==> config.mk <==
export PLATFORM = sky130hd
export DESIGN_NAME = ifetch_seq
export DESIGN_NICKNAME = d
export VERILOG_FILES = /design/src/rtl/ifetch_seq.sv
export SDC_FILE = /design/constraint.sdc
export NUM_CORES = 1
export LEC_CHECK = 0
export CAP_MARGIN = 10
export CORE_UTILIZATION = 30
export CTS_CLUSTER_DIAMETER = 60
export DETAILED_ROUTE_END_ITERATION = 10
export SETUP_SLACK_MARGIN = 0.2
export SLEW_MARGIN = 20
export SYNTH_ARGS = -nofsm -noshare
export SYNTH_HDL_FRONTEND = slang
export SYNTH_SLANG_ARGS = --single-unit
==> constraint.sdc <==
create_clock -name clk -period 6.1 [get_ports clk]
set_input_delay 1.22 -clock clk [delete_from_list [all_inputs] [get_ports clk]]
set_output_delay 1.22 -clock clk [all_outputs]
set_load 0.03 [all_outputs]
==> src/rtl/ifetch_seq.sv <==
// Instruction-fetch sequencer: reads four big-endian bytes from a byte-wide RAM,
// presents them as one 32-bit word with a valid/ready handshake, and shares the
// RAM port with a preload writer that is served only while the sequencer is idle.
module ifetch_seq #(
  parameter int unsigned     ADDR_W   = 8,
  parameter int unsigned     PC_W     = 32,
  parameter logic [PC_W-1:0] RESET_PC = '0
) (
  input  logic              clk,
  input  logic              reset,
  input  logic              fetch_en,
  input  logic              redirect,
  input  logic [PC_W-1:0]   redirect_pc,
  output logic              inst_valid,
  input  logic              inst_ready,
  output logic [31:0]       inst_out,
  output logic [PC_W-1:0]   inst_pc,
  output logic              ram_en,
  output logic              ram_we,
  output logic [ADDR_W-1:0] ram_addr,
  output logic [7:0]        ram_wdata,
  input  logic [7:0]        ram_rdata,
  input  logic              ld_valid,
  input  logic [ADDR_W-1:0] ld_addr,
  input  logic [7:0]        ld_data,
  output logic              ld_ready,
  output logic              busy
);

  localparam logic [1:0] S_IDLE  = 2'd0;
  localparam logic [1:0] S_FETCH = 2'd1;
  localparam logic [1:0] S_DRAIN = 2'd2;
  localparam logic [1:0] S_OUT   = 2'd3;

  logic [1:0]      state_q, state_d;
  logic [1:0]      cnt_q, cnt_d;
  logic [PC_W-1:0] pc_q, pc_d;
  // Bytes 0..2 of the word; byte 3 arrives in DRAIN and goes straight into inst_out.
  logic [7:0]      b0_q, b0_d, b1_q, b1_d, b2_q, b2_d;
  logic            inst_valid_d;
  logic [31:0]     inst_out_d;
  logic [PC_W-1:0] inst_pc_d;

  // Next-state logic: fetch sequencing, word assembly, handshake and redirect.
  always_comb begin
    state_d      = state_q;
    cnt_d        = cnt_q;
    pc_d         = pc_q;
    b0_d         = b0_q;
    b1_d         = b1_q;
    b2_d         = b2_q;
    inst_valid_d = inst_valid;
    inst_out_d   = inst_out;
    inst_pc_d    = inst_pc;

    case (state_q)
      S_IDLE: begin
        // Loader has priority over starting a fetch.
        if (!ld_valid && fetch_en) begin
          state_d = S_FETCH;
          cnt_d   = 2'd0;
        end
      end
      S_FETCH: begin
        // Read data lags the issued address by one cycle.
        unique case (cnt_q)
          2'd1:    b0_d = ram_rdata;
          2'd2:    b1_d = ram_rdata;
          2'd3:    b2_d = ram_rdata;
          default: ;
        endcase
        if (cnt_q == 2'd3) begin
          state_d = S_DRAIN;
        end else begin
          cnt_d = cnt_q + 2'd1;
        end
      end
      S_DRAIN: begin
        inst_out_d   = {b0_q, b1_q, b2_q, ram_rdata};
        inst_pc_d    = pc_q;
        inst_valid_d = 1'b1;
        state_d      = S_OUT;
      end
      default: begin // S_OUT
        if (inst_ready) begin
          inst_valid_d = 1'b0;
          pc_d         = pc_q + PC_W'(4);
          cnt_d        = 2'd0;
          state_d      = (!ld_valid && fetch_en) ? S_FETCH : S_IDLE;
        end
      end
    endcase

    // Redirect overrides everything: drop partial/presented word, restart aligned.
    if (redirect) begin
      pc_d         = redirect_pc & ~PC_W'(3);
      inst_valid_d = 1'b0;
      cnt_d        = 2'd0;
      state_d      = fetch_en ? S_FETCH : S_IDLE;
    end
  end

  // State registers with asynchronous reset.
  always_ff @(posedge clk or posedge reset) begin
    if (reset) begin
      state_q    <= S_IDLE;
      cnt_q      <= 2'd0;
      pc_q       <= RESET_PC;
      b0_q       <= 8'h00;
      b1_q       <= 8'h00;
      b2_q       <= 8'h00;
      inst_valid <= 1'b0;
      inst_out   <= 32'h0;
      inst_pc    <= '0;
    end else begin
      state_q    <= state_d;
      cnt_q      <= cnt_d;
      pc_q       <= pc_d;
      b0_q       <= b0_d;
      b1_q       <= b1_d;
      b2_q       <= b2_d;
      inst_valid <= inst_valid_d;
      inst_out   <= inst_out_d;
      inst_pc    <= inst_pc_d;
    end
  end

  // RAM port mux: preload writes in IDLE, sequential reads in FETCH, quiet otherwise.
  always_comb begin
    ram_en    = 1'b0;
    ram_we    = 1'b0;
    ram_addr  = '0;
    ram_wdata = 8'h00;
    ld_ready  = 1'b0;
    if (!reset) begin
      if (state_q == S_IDLE && ld_valid) begin
        ram_en    = 1'b1;
        ram_we    = 1'b1;
        ram_addr  = ld_addr;
        ram_wdata = ld_data;
        ld_ready  = 1'b1;
      end else if (state_q == S_FETCH) begin
        ram_en   = 1'b1;
        ram_addr = pc_q[ADDR_W-1:0] + ADDR_W'(cnt_q);
      end
    end
  end

  assign busy = (state_q != S_IDLE);

endmodule

## Yosys cells after proc, flatten, opt, wreduce, memory -nomap -nowiden

Index checks and enable logic that the tools add are counted.

| operators by class | value |
|---|---|
| $add $sub $neg | 3 |
| multiply operators | 0 |
| div/mod/pow operators | 0 |
| magnitude comparators | 0 |
| eq/ne operators | 11 |
| shift-type cells | 0 |
| multiplexer cells | 28 |
| bitwise operators | 0 |
| reductions and logical operators | 18 |

Operators by type and width:

| cell | count |
|---|---|
| 32-bit 2-to-1 mux | 3 |
| 8-bit 2-to-1 mux | 5 |
| 32-bit by 3-bit adder with 32-bit output (second input constant) | 1 |
| 2-bit 2-to-1 mux | 8 |
| 2-bit one-hot mux with 3 select lines | 2 |
| 2-bit AND reduction | 5 |
| 1-bit 2-to-1 mux | 9 |
| 3-bit inequality test (second input constant) | 3 |
| 8-bit by 2-bit adder with 8-bit output | 1 |
| 2-bit equality test (second input constant) | 3 |
| 5-bit nonzero test | 1 |
| 2-bit by 1-bit equality test with 1-bit output (second input constant) | 2 |
| 2-bit by 1-bit inequality test with 1-bit output (second input constant) | 2 |
| 4-bit AND reduction | 1 |
| 2-bit nonzero test | 2 |
| 4-bit nonzero test | 1 |
| 3-bit AND reduction | 1 |
| 3-bit nonzero test | 1 |
| 3-bit OR reduction | 1 |
| 2-bit by 1-bit adder with 2-bit output (second input constant) | 1 |
| 1-bit logical AND | 2 |
| 2-bit zero test | 1 |
| 2-bit inequality test (second input constant) | 1 |
| 1-bit one-hot mux with 2 select lines | 1 |
| other kinds (2) | 2 |

| word-level totals | value |
|---|---|
| bits in registers | 125 |
| bits in latches | 0 |
| bits in writable memories | 0 |
| ROM bits | 0 |
| input bits | 62 |
| output and inout port bits | 85 |
| word-level logic and storage cells | 69 |
| memories | 0 |

## Longest topological paths before layout

| depth | value |
|---|---|
| word-level depth | 6 |
| gate-level depth with buffers | 7 |
| mapped depth without buffers | 6 |

## Least setup slack after synthesis

OpenSTA, ideal clock, no wires.

| timing | value |
|---|---|
| path kind | input to output |
| from | in reset |
| to | out ram_addr[0] |
| data arrival time | 4.779 ns |
| required time | 4.880 ns |
| slack | 0.101 ns |
| stages | 4 |
| path buffers | 0 |
| cells stage by stage | inv_1 nand2_1 a21oi_1 a22o_1 |

| on the way | value |
|---|---|
| longest elaborated chain between the ends | 1 |

Ends and longest elaborated chain:

| element | RTL line | RTL |
|---|---|---|
| start, declared | 10 | `input logic reset,` |
| 8-bit 2-to-1 mux | 135 | `if (!reset) begin` |
| end, declared | 20 | `output logic [ADDR_W-1:0] ram_addr,` |

No other way between the ends.

## Worst setup path after layout

| timing | value |
|---|---|
| from | in ld_valid |
| to | out ram_addr[4] |

| on the way | value |
|---|---|
| longest elaborated chain between the ends | 3 |

Ends and longest elaborated chain:

| element | RTL line | RTL |
|---|---|---|
| start, declared | 23 | `input logic ld_valid,` |
| 1-bit logical AND | 136 | `if (state_q == S_IDLE && ld_valid) begin` |
| 8-bit 2-to-1 mux | 136 |  |
| 8-bit 2-to-1 mux | 135 |  |

No other way between the ends.

==> run_results.csv <==
group,metric,value,unit
run_status,status,"finished, final reports clean",
synthesis,synth_cell_types,44,
detailed_routing,vias,4126,
global_routing,grt_pass1_wl,21600,µm
sta,clock.fmax,0.212,GHz
detailed_routing,wl_per_cell,16.2,µm
cts,cts_buffer_depth,2,
placement,io_buffer_count,142,
synthesis,synth_top_family_by_area,"multiplexers",
cts,cts.htree.levels,4,
global_routing,track_usage,15.0,%
pwr,switching_share,36.1,%
synthesis,synthSimpleGateAreaFrac,12.2,%
final_layout,n_fill_cell,1717,
synthesis,syn-cell-area,0.00552,mm²
sta,finalSetupViolCount,0,
synthesis,syn_inst,458,
detailed_routing,drc,0,
synthesis,synth_area_leaders,"dfrtp_1 (55%), mux2_2 (18%), nand2_1 (2.4%), or4_1 (2.2%), ha_1 (1.8%)",
pwr,p_seq_share,33.6,%
sta,fin_tns_setup,0,ns
synthesis,synth_top_area_cell,"dfrtp_1",
setup_path,end_kind,"primary output",
pwr,p_int,2.49,mW
synthesis,synth-seq-cells,121,
detailed_routing,first_iter_violations,159,
pwr,power_density,505,mW/mm²
pwr,switchingPower,1.41,mW
placement,hpwlAfterDp,9390,µm
global_routing,gr-total-overflow,0,
hold_path,hold_depth,1,
hold_path,min_from,"b2_q[0]",
setup_path,crit_fanout,18,
setup_path,startpoint,"ld_valid",
sta,drv_slew,0,
cts,path_clk_slew,0.05,ns
placement,gp_congestion,0.770,
die,die_width,138,µm
synthesis,synth.avg_cell_area,12.0,µm²
flow_run,cap_violations,0,
final_layout,area_delta_synth_final,39.8,%
die,die_h,138,µm
setup_path,arrival,3.50,ns
pwr,ir_worst_vdd,0.245,mV
final_layout,diodes,0,
setup_path,cp.required,4.88,ns
setup_path,r2r-start,"state_q[0]",
synthesis,ys.flop_type,"dfrtp_1",
cts,cts_resized,0,
cts,ctsHoldBuffers,0,
die,die_area,0.0189,mm²
synthesis,synthArstFlopShare,100,%
synthesis,synth_top_area_share,54.9,%
setup_path,r2r.worst_path.cells,6,
cts,clk_latency,0.41,ns
sta,relSlewSlack,38.0,%
die,io_pins,147,
die,core_area,0.0180,mm²
global_routing,antenna_found_initial,0,
synthesis,synth_mux_area_share,18.5,%
setup_path,start_kind,"input pin",
die,start_util,30.6,%
die,num_rows,49,
synthesis,seq_area_frac_synth,54.9,%
sta,timing.hold.ws,0.499,ns
synthesis,yosys_warnings,0,
sta,rsz0062_at_grt,"false",
cts,post-cts-setup-buffer-count,0,
pwr,p_clk_share,25.1,%
detailed_routing,antenna_left,0,
synthesis,synth_xor_area_share,1.90,%
cts,root_buffer,"clkbuf_16",
global_routing,grt_pass1_vias,4160,
detailed_routing,drt-total-wl,13600,µm
cts,numCtsBuffers,17,
cts,clock-sinks,121,
final_layout,final_layout_size_suffix_gt1_share,20.8,%
synthesis,synth_fa_ha_area_share,1.81,%
detailed_routing,drt-pass1-iter-count,4,
final_layout,fin_nets,668,
synthesis,synth_edf_count,0,
setup_path,worstSetupPathType,"input pin to primary output",
pwr,p_leak,3.08,nW
sta,skew,0.00866,ns
sta,hold_violations,0,
sta,finalCritPeriodShare,77.4,%
detailed_routing,via_per_inst,4.91,
synthesis,synth_compound_area_share,7.21,%
hold_path,holdCritPathClass,"flip-flop to flip-flop",
global_routing,grt_max_degree,69,
sta,post-route-min-period,4.72,ns
cts,cts_tree,"built",
sta,tightest_slew,0.926,ns
pwr,p_comb_share,41.3,%
Yosys cell counts (3+ instances only):
| cell | instances |
|---|---|
| nor2_1 | 19 |
| o21ai_0 | 11 |
| inv_1 | 13 |
| nor4_1 | 4 |
| xnor2_1 | 6 |
| o21ai_1 | 6 |
| a31oi_1 | 13 |
| mux2_1 | 3 |
| ha_1 | 8 |
| or3_1 | 3 |
| and4_1 | 4 |
| o31ai_1 | 10 |
| nand2_1 | 36 |
| dfrtp_1 | 121 |
| o211ai_1 | 4 |
| and2_1 | 8 |
| a22o_1 | 8 |
| or4_1 | 16 |
| clkbuf_1 | 15 |
| nand3_1 | 14 |
| nand4_1 | 9 |
| a21oi_1 | 3 |
| mux2_2 | 86 |
| xor2_1 | 6 |
| buf_4 | 4 |
area by class of cell:
class	count	area [µm²]	share of cell area, %
sequential	121	3030	39.2
multi-input combinational	298	2310	29.9
timing repair buffer	146	1450	18.8
clock buffer	18	429	5.56
tap	229	287	3.71
clock inverter	14	150	1.95
inverter	14	61.3	0.795
cells by family (layout without fill, tap and decap cells):
logic type	after synthesis	after routing
simple gates	125	125
flops	121	121
mux	91	91
compound gates	60	60
buf+inv	40	192
xor+xnor	12	12
fa+ha+maj	8	8
other cells	1	2
path summary, 6_finish.rpt:
| path | to | slack (ns) |
|---|---|---|
| worst min-delay path | inst_out[8] | 0.50 |
| worst max register to register | cnt_q[1] | 3.57 |
| worst max-delay path | ram_addr[4] | 1.38 |
| worst min register to register | inst_out[8] | 0.50 |
| max in group asynchronous | inst_out[24] | 3.33 |
| min in group asynchronous | inst_pc[4] | 1.43 |
layout by cell type, fill, tap and decap left out, types with 8 or more instances in the layout:
| cell | n |
|---|---|
| a22o_1 | 8 |
| dfrtp_1 | 121 |
| nand4_1 | 9 |
| and2_1 | 8 |
| mux2_2 | 86 |
| inv_1 | 12 |
| nand2_1 | 36 |
| clkdlybuf4s50_1 | 142 |
| a31oi_1 | 13 |
| nor2_1 | 19 |
| clkbuf_16 | 17 |
| or4_1 | 16 |
| o31ai_1 | 10 |
| o21ai_0 | 11 |
| nand3_1 | 14 |
layer usage:
layer | wire, µm | GRT usage (%)
met1 | 6170 | 19.4
met2 | 6610 | 24.2
met3 | 648 | 4.16
met4 | 148 | 4.82
met5 | 0 | 0
worst max-delay path, stage by stage:
cell and delay [ns]:
clkdlybuf4s50_1 0.54, nand2_1 0.09, nor2_1 0.71, a22o_1 0.27, clkdlybuf4s50_1 0.67
power by group through the flow:
stage	Combinational [mW]	Sequential, mW	Clock [mW]
after floorplan	0.589	1.69	0
after global placement	1.60	1.30	0
after detailed placement	1.63	1.32	0
after CTS	1.63	1.32	1.00
after global routing	1.71	1.36	1.04
final	1.61	1.31	0.977
sequential cells by signal, indices dropped and copies added (netlist names):
name,cells
b2_q,8
b0_q,8
inst_pc,30
pc_q,30
cnt_q,2
inst_valid,1
state_q,2
b1_q,8
inst_out,32
metrics by stage:
stage	std cells	instance area, µm²	util [%]	worst slack [ns]	power (mW)
floorplan	459	5530	-	1.20	2.28
global placement	808	7140	39.6	1.49	2.90
detailed placement	808	7140	39.6	1.38	2.95
CTS	840	7720	42.8	1.38	3.95
global route	840	7720	42.8	1.17	4.11
finish	840	7720	42.8	1.38	3.90
Power figures use the tool's default switching activity.
